`src/rtl/picomem_arbiter_2_1.sv`:
```
// picomem_arbiter_2_1
// Two-master, one-slave arbiter for the PicoMem valid/ready bus. It lets a
// second master (DMA / LCD refill engine) share one slave port with the CPU.
// Grants are round-robin and are held for the whole transaction. A watchdog
// forces completion if the slave stays silent for too long.
//
// Handshake: a master raises mX_valid with stable addr/wdata/wstrb and keeps
// it high until it sees a one-cycle mX_ready pulse. mX_ready is asserted in
// the same cycle as the slave's s_ready. A watchdog timeout also produces
// this pulse, with rdata = ERR_RDATA. Dropping mX_valid before ready aborts
// the transaction without a ready pulse.
//
// Ports:
//   clk, reset             clock, asynchronous active-high reset
//   m0_* / m1_*            master 0 (CPU) / master 1 (DMA): valid, ready,
//                          addr, wdata, wstrb (0 = read), rdata
//   s_*                    slave side: valid, ready, addr, wdata, wstrb, rdata
//   timeout_flag           sticky: a watchdog timeout has occurred
//   timeout_clr            clears timeout_flag (a new timeout wins)
//   dbg_state              current arbiter state (0 IDLE, 1 BUSY0, 2 BUSY1)
module picomem_arbiter_2_1 #(
  parameter int unsigned TIMEOUT_CYCLES = 1024,
  parameter logic [31:0] ERR_RDATA      = 32'hDEAD_BEEF,
  parameter int unsigned CNT_W          = 16
) (
  input  logic        clk,
  input  logic        reset,
  input  logic        m0_valid,
  output logic        m0_ready,
  input  logic [31:0] m0_addr,
  input  logic [31:0] m0_wdata,
  input  logic [3:0]  m0_wstrb,
  output logic [31:0] m0_rdata,
  input  logic        m1_valid,
  output logic        m1_ready,
  input  logic [31:0] m1_addr,
  input  logic [31:0] m1_wdata,
  input  logic [3:0]  m1_wstrb,
  output logic [31:0] m1_rdata,
  output logic        s_valid,
  input  logic        s_ready,
  output logic [31:0] s_addr,
  output logic [31:0] s_wdata,
  output logic [3:0]  s_wstrb,
  input  logic [31:0] s_rdata,
  output logic        timeout_flag,
  input  logic        timeout_clr,
  output logic [1:0]  dbg_state
);

  typedef enum logic [1:0] {
    IDLE  = 2'd0,
    BUSY0 = 2'd1,
    BUSY1 = 2'd2
  } state_t;

  localparam bit WD_EN = (TIMEOUT_CYCLES != 0);
  // Last counter value before the forced exit; unused when the watchdog is off.
  localparam logic [CNT_W-1:0] CNT_LAST =
    CNT_W'(TIMEOUT_CYCLES == 0 ? 0 : TIMEOUT_CYCLES - 1);

  state_t           r_state;
  state_t           w_state_nxt;
  logic             r_last_grant;
  logic [CNT_W-1:0] r_cnt;
  logic             r_timeout_flag;

  logic        w_busy;
  logic        w_sel1;
  logic        w_mx_valid;
  logic        w_timeout;
  logic        w_done;
  logic        w_abort;
  logic [31:0] w_rdata;

  assign w_busy     = (r_state == BUSY0) || (r_state == BUSY1);
  assign w_sel1     = (r_state == BUSY1);
  assign w_mx_valid = w_sel1 ? m1_valid : m0_valid;

  // Timeout fires only while the granted master is still waiting; a real
  // s_ready in the same cycle takes precedence.
  assign w_timeout = WD_EN && w_busy && w_mx_valid && !s_ready && (r_cnt == CNT_LAST);
  assign w_done    = w_busy && w_mx_valid && (s_ready || w_timeout);
  // Master withdrew its request before completion: drop back without a ready.
  assign w_abort   = w_busy && !w_mx_valid;
  assign w_rdata   = w_timeout ? ERR_RDATA : s_rdata;

  // Bus mux. Everything is zero outside BUSY, so a late s_ready from a slave
  // that already timed out never reaches a master.
  always_comb begin
    s_valid  = 1'b0;
    s_addr   = '0;
    s_wdata  = '0;
    s_wstrb  = '0;
    m0_ready = 1'b0;
    m1_ready = 1'b0;
    m0_rdata = '0;
    m1_rdata = '0;
    if (w_busy) begin
      s_valid = w_mx_valid;
      s_addr  = w_sel1 ? m1_addr  : m0_addr;
      s_wdata = w_sel1 ? m1_wdata : m0_wdata;
      s_wstrb = w_sel1 ? m1_wstrb : m0_wstrb;
      if (w_sel1) begin
        m1_ready = w_done;
        m1_rdata = w_rdata;
      end else begin
        m0_ready = w_done;
        m0_rdata = w_rdata;
      end
    end
  end

  // Next state. On a tie the master that did not win last time is granted;
  // last_grant resets to 1 so m0 wins the first tie.
  always_comb begin
    w_state_nxt = r_state;
    case (r_state)
      IDLE: begin
        if (m0_valid && m1_valid) begin
          w_state_nxt = r_last_grant ? BUSY0 : BUSY1;
        end else if (m0_valid) begin
          w_state_nxt = BUSY0;
        end else if (m1_valid) begin
          w_state_nxt = BUSY1;
        end
      end
      BUSY0, BUSY1: begin
        if (w_done || w_abort) begin
          w_state_nxt = IDLE;
        end
      end
      default: w_state_nxt = IDLE;
    endcase
  end

  always_ff @(posedge clk or posedge reset) begin
    if (reset) begin
      r_state        <= IDLE;
      r_last_grant   <= 1'b1;
      r_cnt          <= '0;
      r_timeout_flag <= 1'b0;
    end else begin
      r_state <= w_state_nxt;
      if ((r_state == IDLE) && (w_state_nxt != IDLE)) begin
        r_last_grant <= (w_state_nxt == BUSY1);
      end
      // Counts waiting BUSY cycles; cleared on every exit so each grant starts
      // from zero. The forced exit at CNT_LAST keeps it from wrapping.
      if (WD_EN && w_busy && !w_done && !w_abort) begin
        r_cnt <= r_cnt + CNT_W'(1);
      end else begin
        r_cnt <= '0;
      end
      if (w_timeout) begin
        r_timeout_flag <= 1'b1;
      end else if (timeout_clr) begin
        r_timeout_flag <= 1'b0;
      end
    end
  end

  assign timeout_flag = r_timeout_flag;
  assign dbg_state    = r_state;

endmodule

```
`config.mk`:
```
export PLATFORM = sky130hd
export DESIGN_NAME = picomem_arbiter_2_1
export DESIGN_NICKNAME = d
export VERILOG_FILES = /design/src/rtl/picomem_arbiter_2_1.sv
export SDC_FILE = /design/constraint.sdc
export NUM_CORES = 1
export LEC_CHECK = 0
export BUFFER_PORTS_ARGS = -buffer_cell sky130_fd_sc_hd__buf_2
export CAP_MARGIN = 40
export CORE_AREA = 2 2 120 122
export DETAILED_ROUTE_END_ITERATION = 7
export DIE_AREA = 0 0 122 124
export GPL_TIMING_DRIVEN = 0
export PLACE_DENSITY = 0.49
export SLEW_MARGIN = 20
export SYNTH_ARGS = -nofsm -noshare
export SYNTH_HDL_FRONTEND = slang
export SYNTH_SLANG_ARGS = --single-unit
```
`constraint.sdc`:
```
create_clock -name clk -period 2.9 [get_ports clk]
set_input_delay 0.58 -clock clk [delete_from_list [all_inputs] [get_ports clk]]
set_output_delay 0.58 -clock clk [all_outputs]
set_load 0.01 [all_outputs]
```
* Word level (Yosys, flattened, before mapping)
Index checks and enable logic that the tools add are counted.
Widths: inputs -> output; s select.
** Word-level totals
- Memories kept :: 0
- Bits in writable memories :: 0
- Flip-flop bits (word level) :: 20
- Memory bits (read-only) :: 0
- Word-level logic and storage cells :: 55
- Input bits :: 174
- Latch bits :: 0
- Output and inout port bits :: 138
** Cells by class
- Shifts and indexed selects :: 0
- Equal/unequal tests :: 4
- Mux-type cells :: 26
- Divide/modulo/power cells :: 0
- Reductions and logical operators :: 20
- Multiply operators :: 0
- Bitwise operators :: 0
- Order comparisons :: 0
- Add/sub/neg operators :: 1
** Operators by type and width (count)
- $mux 32 :: 9
- $add 16x1->16 const B :: 1
- $eq 16x10->1 const B :: 1
- $mux 16 :: 1
- $mux 2 :: 5
- $logic_and 1x1->1 :: 9
- $mux 1 :: 8
- $mux 4 :: 2
- $eq 2x2->1 const B :: 2
- $logic_not 1->1 :: 4
- $pmux 2 s2 :: 1
- $reduce_bool 2->1 :: 2
- $logic_or 1x1->1 :: 3
- $eq 2x1->1 const B :: 1
- $logic_not 2->1 :: 1
- $reduce_or 2->1 :: 1

* Longest topological paths before layout
Gate-level depths: netlist of run 1.
- Depth after elaboration :: 12
- Gate-level depth with buffers :: 9
- Mapped depth without buffers :: 6

* Least setup slack after synthesis of run 1
Ideal clock, no wire load.
- Path type :: register to output
- From :: reg r_state[1], in the netlist dbg_state[1]
- To :: out m1_rdata[29]
- Stages on the path, launching flop included :: 9
- Arrival :: 2.106 ns
- Buffers on the path :: 3
- Path slack :: 0.214 ns
- Data required time :: 2.320 ns
- Cells stage by stage :: dfrtp_1 -> inv_1 -> ha_1 -> clkbuf_1 -> or3b_1 -> or2_1 -> clkbuf_1 -> buf_2 -> and3_1
** Between the ends
- Longest elaborated chain between the ends :: 8
- Elaborated cells between the ends (all ways) :: 10
- Those cells by class :: eq/ne: 2; mux: 4; reduce/logical: 4
** Ends and longest elaborated chain
- start, declared :: line 62 : state_t r_state;
- start signal, assigned :: line 144 : r_state <= w_state_nxt;
- $eq 2x2->1 / $eq 2x1->1 (equally long branches) :: line 76, 77
- $mux 1 / $logic_or 1x1->1 (equally long branches) :: line 78, 76
- $logic_and 1x1->1 (3 in series) :: line 82 : assign w_timeout = WD_EN && w_busy && w_mx_valid && !s_ready && (r_cnt == CNT_LAST);
- $mux 32 :: line 86 : assign w_rdata = w_timeout ? ERR_RDATA : s_rdata;
- $mux 32 :: line 104 : if (w_sel1) begin
- $mux 32 * :: line 99 : if (w_busy) begin
- end, declared :: line 39 : output logic [31:0] m1_rdata,
Mark *: on every way between the ends. The rest lies on a longest branch, timed or not.

* Final worst setup path of run 1
- From :: reg r_state[0], in the netlist dbg_state[0]
- To :: out m1_rdata[20]
Same word-level chain as after synthesis.

==> results of run 1 <==
what timing repair did:
item,CTS,global route
buffers inserted,11,0
endpoints found under the setup margin,78,70
cloned,0,2
pin swaps,5,6
gates resized for setup,27,19
path summary, 6_finish.rpt:
check,start,endpoint,slack [ns]
max reg2reg,r_cnt[4]$_DFF_PP0_,r_cnt[6]$_DFF_PP0_,0.69
max,dbg_state[0]$_DFF_PP0_,m1_rdata[20],0.07
min reg2reg,r_cnt[0]$_DFF_PP0_,r_cnt[0]$_DFF_PP0_,0.48
min,reset,r_cnt[12]$_DFF_PP0_,0.24
min in group clk,r_cnt[0]$_DFF_PP0_,r_cnt[0]$_DFF_PP0_,0.48
max in group asynchronous,reset,r_last_grant$_DFFE_PP1P_,2.20
state kept, by name, indices dropped and copies added (netlist names):
name and flops:
r_last_grant 1, dbg_state 2, r_cnt 16, timeout_flag 1
power groups by stage:
stage | sequential, mW | combinational, mW | clock, mW
2_1_floorplan | 0.346 | 2.33 | 0
3_3_place_gp | 0.347 | 3.86 | 0
3_5_place_dp | 0.347 | 3.91 | 0
4_1_cts | 0.339 | 4.13 | 0.391
5_1_grt | 0.343 | 4.43 | 0.403
6_report | 0.340 | 4.09 | 0.383
per-layer routing:
layer	vias up	track usage [%]	wire length (µm)	share of wire, %
met4	0	3.161	113	0.80
met3	7	1.694	843	6.0
met5	-	0	0	0
met2	164	29.78	7333	52
met1	1752	20.91	5812	41
li1	1858	-	-	-
worst max-delay path, stage by stage, from the launching register on:
cell	delay [ns]
dfrtp_1	0.36
inv_2	0.06
buf_4	0.14
ha_4	0.28
or3b_4	0.41
or2_4	0.31
buf_12	0.14
and3_4	0.16
buf_2	0.13
final cells by class:
class	instances	area, µm²
inverter	6	22.52
sequential	20	503.0
clock inverter	1	30.03
buffer	29	147.6
clock buffer	3	75.07
multi-input combinational	284	2203
fill	1458	8802
tap	180	225.2
timing repair buffer	326	1710
stage by stage:
stage | worst slack, ns | setup TNS, ns
3_5_place_dp | -0.3611 | -19.00
2_1_floorplan | 0.2139 | 0
3_3_place_gp | -0.3369 | -17.09
6_report | 0.06615 | 0
5_1_grt | 0.003385 | 0
4_1_cts | -0.0005587 | -0.0005587
cell usage in the layout (no fill, tap or decap), drive strengths merged, types with 4 or more instances in the layout:
cell and n:
inv 6, nor2 11, nand3 7, o21ai 6
nor2b 70, dfrtp 19, nand4 4, a21oi 6
or3 5, o21a 48, clkbuf 26, mux2i 69
buf 332, ha 4, and3 19, xor2 7
nand2 6
cell families (layout without fill, tap and decap cells):
family	count (synthesis)	after routing
simple gates	133	133
fa+ha+maj	4	4
mux	69	69
compound gates	69	69
xor+xnor	9	9
flops	20	20
buf+inv	39	365
==> metrics, run 1 <==
top cells by area, synth mux2i_1, dfrtp_1, nor2b_1; global-route usage over all layers 16.33%; Core ar. 0.01372 mm²; Compound-Gate Fraction of Synth Area 18.12%; Critical Path End Type primary output; Synth Area in Adders 1.803%; # IOs 312; Layout Utilization 35.84%; Die Y 124 µm; post-DP HPWL 11,930 µm; class of the tightest hold or removal check in -> async; count leader, synth nor2b_1; max cap viols 0; DR DRC count 0; slew margin rel. 49.64%; CP max FO 5; first-pass iteration count of the detailed router 4; Clock transition at path regs 0.05 ns; antenna viol nets, final 0; CTS Buffer Depth 2; area post-placement 0.004558 mm²; WS Path Type reg -> out; top cell type by total area after synthesis mux2i_1; main combinational cell family by area after synthesis simple AND/OR/NAND/NOR gates; Syn-to-layout area delta 77.11%; antenna cells 0; post-synthesis mux area share 24.88%; Max Freq 0.3529 GHz; sequential power share 7.1%; fin cells 849; leak pwr 2.697 nW; via density per instance 4.453; Clock Latency Late Sink 0.26 ns; Design Power 4.808 mW; Synth Area per Inst 8.094 µm²; root buf cell clkbuf_16; Routed WL 14,100 µm; final setup skew 0.004809 ns; Hold Slack 0.2406 ns; Mapped Area 0.002776 mm²; total gr overflow 0; largest net degree at the start of global routing 21; EDFF count, synth 0; count of final setup violators 0; Final Hold Fails 0; Worst setup SP type register; TritonCTS buffer count 3; Int Pwr 2.467 mW; fin nets 848; initial antenna violation count 0; clock power share 8.0%; first-pass GRT wire length 18,990 µm; row cnt 43; Die X 122 µm; number of I/O port buffers 311; Psw 2.341 mW; WP data arrival 2.25 ns; CTS H-Tree Depth 1; DRT iter0 DRCs 139; RSZ-0062 raised after global routing no; Switching Share 48.69%; initial core utilization 20.24%; Clock Sinks 20; Pwr Density 977.8 mW/mm²; fin area 0.004917 mm²; Yosys warning count 0; placed cell count 834; FF-to-FF path depth 7; drt wl/cell 16.61 µm; Synth Area in XOR/XNOR 2.839%; Crit path required time 2.32 ns; fin crit share 97.72%; CTS tree done; synthesized net count 521; DIE AREA 0.01513 mm²; most instantiated cells after synthesis nor2b_1, mux2i_1, o21a_1, clkbuf_1; Cell variety after synth 37; post-layout min period 2.834 ns; vias in the first global route 3,542; Synth top area share 24.88%; combinational share of power 85.0%; fin. max-slew vios 0; Slew @ Worst Pin 0.7555 ns; Cells after Synth 343; layout cells sized above 1 53.66%; FF+latch count, synth 20; top_reg_cell synth dfrtp_1; simple-gate share of the synthesized area 28.62%; ys async rst share 100.0%; Final Wtd Congestion 0.8102; via total after detailed routing 3,781; register area share after synthesis 18.07%; Peak VDD IR 0.3729 mV; status complete, no violations; hold buffers post-CTS 0
No activity file was read; power rests on OpenSTA's default activity.
==> run 2, diff against run 1 <==
--- a/config.mk
+++ b/config.mk
@@ -7,11 +7,11 @@
 export LEC_CHECK = 0
 export BUFFER_PORTS_ARGS = -buffer_cell sky130_fd_sc_hd__buf_2
 export CAP_MARGIN = 40
-export CORE_AREA = 2 2 120 122
+export CORE_AREA = 2 2 122 124
 export DETAILED_ROUTE_END_ITERATION = 7
-export DIE_AREA = 0 0 122 124
+export DIE_AREA = 0 0 124 126
 export GPL_TIMING_DRIVEN = 0
-export PLACE_DENSITY = 0.49
+export PLACE_DENSITY = 0.48
 export SLEW_MARGIN = 20
 export SYNTH_ARGS = -nofsm -noshare
 export SYNTH_HDL_FRONTEND = slang
==> constraint.sdc (replaced) <==
create_clock -name clk -period 3.67 [get_ports clk]
set_input_delay 0.734 -clock clk [delete_from_list [all_inputs] [get_ports clk]]
set_output_delay 0.734 -clock clk [all_outputs]
set_load 0.01 [all_outputs]
==> run 2 against run 1 <==
  * Core utilization is 3.3 points lower
  * Sequential power is 20% lower
  * Non-clock buffer count is 11 lower
  * Count of clock-buffer cells in the layout is 1 higher
  * Largest cell class unchanged
==> metrics, run 2 (synthesis results as in run 1) <==
via density per instance 4.486 (was 4.453); Final Wtd Congestion 0.8914 (was 0.8102); final setup skew 0.002704 ns (was 0.004809 ns); most frequent CP cell buf_2; Critical Path End Type primary output (unchanged); number of I/O port buffers 311 (unchanged); CTS H-Tree Depth 1 (unchanged); CTS Buffer Depth 2 (unchanged); CP peak stage delay 0.44 ns (was 0.41 ns); Reg with most FFs r_cnt (unchanged); CP max stage cell or3b_1 (was or3b_4); Routed WL 15,490 µm (was 14,100 µm); WP data arrival 2.69 ns (was 2.25 ns); first-pass iteration count of the detailed router 6 (was 4); Peak VDD IR 0.3628 mV (was 0.3729 mV); class of the tightest hold or removal check in -> async (unchanged); CP max FO 10 (was 5); fin. max-slew vios 0 (unchanged); DRT iter0 DRCs 235 (was 139); worst r2r src r_cnt[0]$_DFF_PP0_ (was r_cnt[4]$_DFF_PP0_); most frequent cells in the layout buf_2, nor2b_1, mux2i_1, o21a_1, clkbuf_1 (unchanged); layout cells sized above 1 49.39% (was 53.66%); antenna viol nets, final 0 (unchanged); root buf cell clkbuf_16 (unchanged); setup TNS 0 ns (unchanged); DR DRC count 0 (unchanged); max FFs per register 16 (unchanged); WS Path Type reg -> out (unchanged); initial core utilization 19.40% (was 20.24%); Max Freq 0.2919 GHz; max cap viols 0 (unchanged); fin crit share 93.35%; post-DP HPWL 13,560 µm (was 11,930 µm); slew margin rel. 44.04% (was 49.64%); fin nets 837 (was 848); count of final setup violators 0 (unchanged); row cnt 44 (was 43); Final Hold Fails 0 (unchanged); Syn-to-layout area delta 67.60% (was 77.11%); Clock Latency Late Sink 0.25 ns (was 0.26 ns); RSZ-0062 raised after global routing no (unchanged); Worst setup SP type register (unchanged); status complete, no violations (unchanged); Core ar. 0.01431 mm² (was 0.01372 mm²); critical-path cell list inv_1 -> ha_1 -> buf_4 -> mux2i_1 -> or3b_1 -> nor2_1 -> buf_2 -> o21a_1 -> buf_2 (was inv_2 -> buf_4 -> ha_4 -> or3b_4 -> or2_4 -> buf_12 -> and3_4 -> buf_2); drt wl/cell 18.39 µm (was 16.61 µm); Die X 124 µm (was 122 µm); Design Power 3.713 mW (was 4.808 mW); leak pwr 2.604 nW (was 2.697 nW); Clock transition at path regs 0.06 ns (was 0.05 ns); Hold Slack 0.4766 ns (was 0.2406 ns); DIE AREA 0.01562 mm² (was 0.01513 mm²); critical path buffer and inverter count 4 (unchanged); global-route usage over all layers 18.62% (was 16.33%); Top delay family on crit path simple AND/OR/NAND/NOR gates (unchanged); vias in the first global route 3,639 (was 3,542); post-layout min period 3.426 ns; antenna cells 0 (unchanged); first-pass GRT wire length 21,520 µm (was 18,990 µm); initial antenna violation count 4 (was 0); commonest non-fill, non-tap cell in the layout buf_2 (unchanged); Pwr Density 798.0 mW/mm² (was 977.8 mW/mm²); # IOs 312 (unchanged); Slew @ Worst Pin 0.8394 ns (was 0.7555 ns); Clock Sinks 20 (unchanged); largest net degree at the start of global routing 21 (unchanged); # Post-CTS Setup Buffers 0 (was 11); via total after detailed routing 3,777 (was 3,781); fin area 0.004653 mm² (was 0.004917 mm²); CP startpoint dbg_state[0]$_DFF_PP0_ (unchanged); CTS tree done (unchanged); total gr overflow 0 (unchanged); TritonCTS buffer count 3 (unchanged); Crit path required time 2.94 ns (was 2.32 ns); Die Y 126 µm (was 124 µm); post-CTS sizing 0 (was 27); area post-placement 0.004563 mm² (was 0.004558 mm²)
run 2: changes by cell type in the layout (fill, tap and decap cells not counted), moves of 2 or more:
| cell | previous run | this run |
|---|---|---|
| clkbuf_1 | 19 | 26 |
| buf_4 | 12 | 1 |
| and3_4 | 7 | 0 |
| ha_1 | 2 | 4 |
| buf_6 | 8 | 0 |
| buf_2 | 310 | 317 |
| and3_1 | 11 | 19 |
| ha_4 | 2 | 0 |
| clkbuf_2 | 4 | 0 |
run 2: worst paths after layout:
kind / to / slack, ns / cells past startpoint
worst max register to register: r_cnt[9]$_DFF_PP0_ / 1.33 / 7
worst min-delay path: r_cnt[6]$_DFF_PP0_ / 0.48 / 2
worst min register to register: r_cnt[0]$_DFF_PP0_ / 0.48 / 1
min in group clk: r_cnt[0]$_DFF_PP0_ / 0.48 / 1
max in group asynchronous: r_last_grant$_DFFE_PP1P_ / 2.68 / 3
worst max-delay path: m1_rdata[10] / 0.24 / 9
run 2: repair_timing:
item,CTS,global route
hold buffers,0,0
setup endpoints to repair,0,59
hold endpoints to repair,0,0
run 2: power breakdown:
part	switching, mW	internal [mW]	total [mW]	leakage, nW
logic	1.86	1.35	3.21	2.29
clock network	0.0812	0.148	0.229	0.0382
registers	0.0252	0.246	0.271	0.274
run 2: metal layers:
metal	vias to the layer above	global-route usage [%]	wire, µm
li1	1827	-	-
met1	1720	24.62	6430
met2	212	30.64	7120
met3	16	4.891	1686
met4	2	3.437	234
met5	-	0	13
run 2: final cells by class:
cell class              count  area (µm²)
flip-flops and latches     20       501.7
well taps                 184       230.2
inverters                   6       22.52
plain buffers              32       131.4
fillers                  1612        9661
repair buffers            312        1572
multi-input cells         284        2117
clock buffers               4       78.83
run 2: metrics by stage:
stage / worst slack, ns / utilization, % / std cells
detailed placement: 0.2956 / 31.88 / 838
global placement: 0.3221 / 31.88 / 838
floorplan: 0.8299 / - / 343
finish: 0.2439 / 32.51 / 842
CTS: 0.01535 / 32.43 / 842
global route: 0.01942 / 32.51 / 842
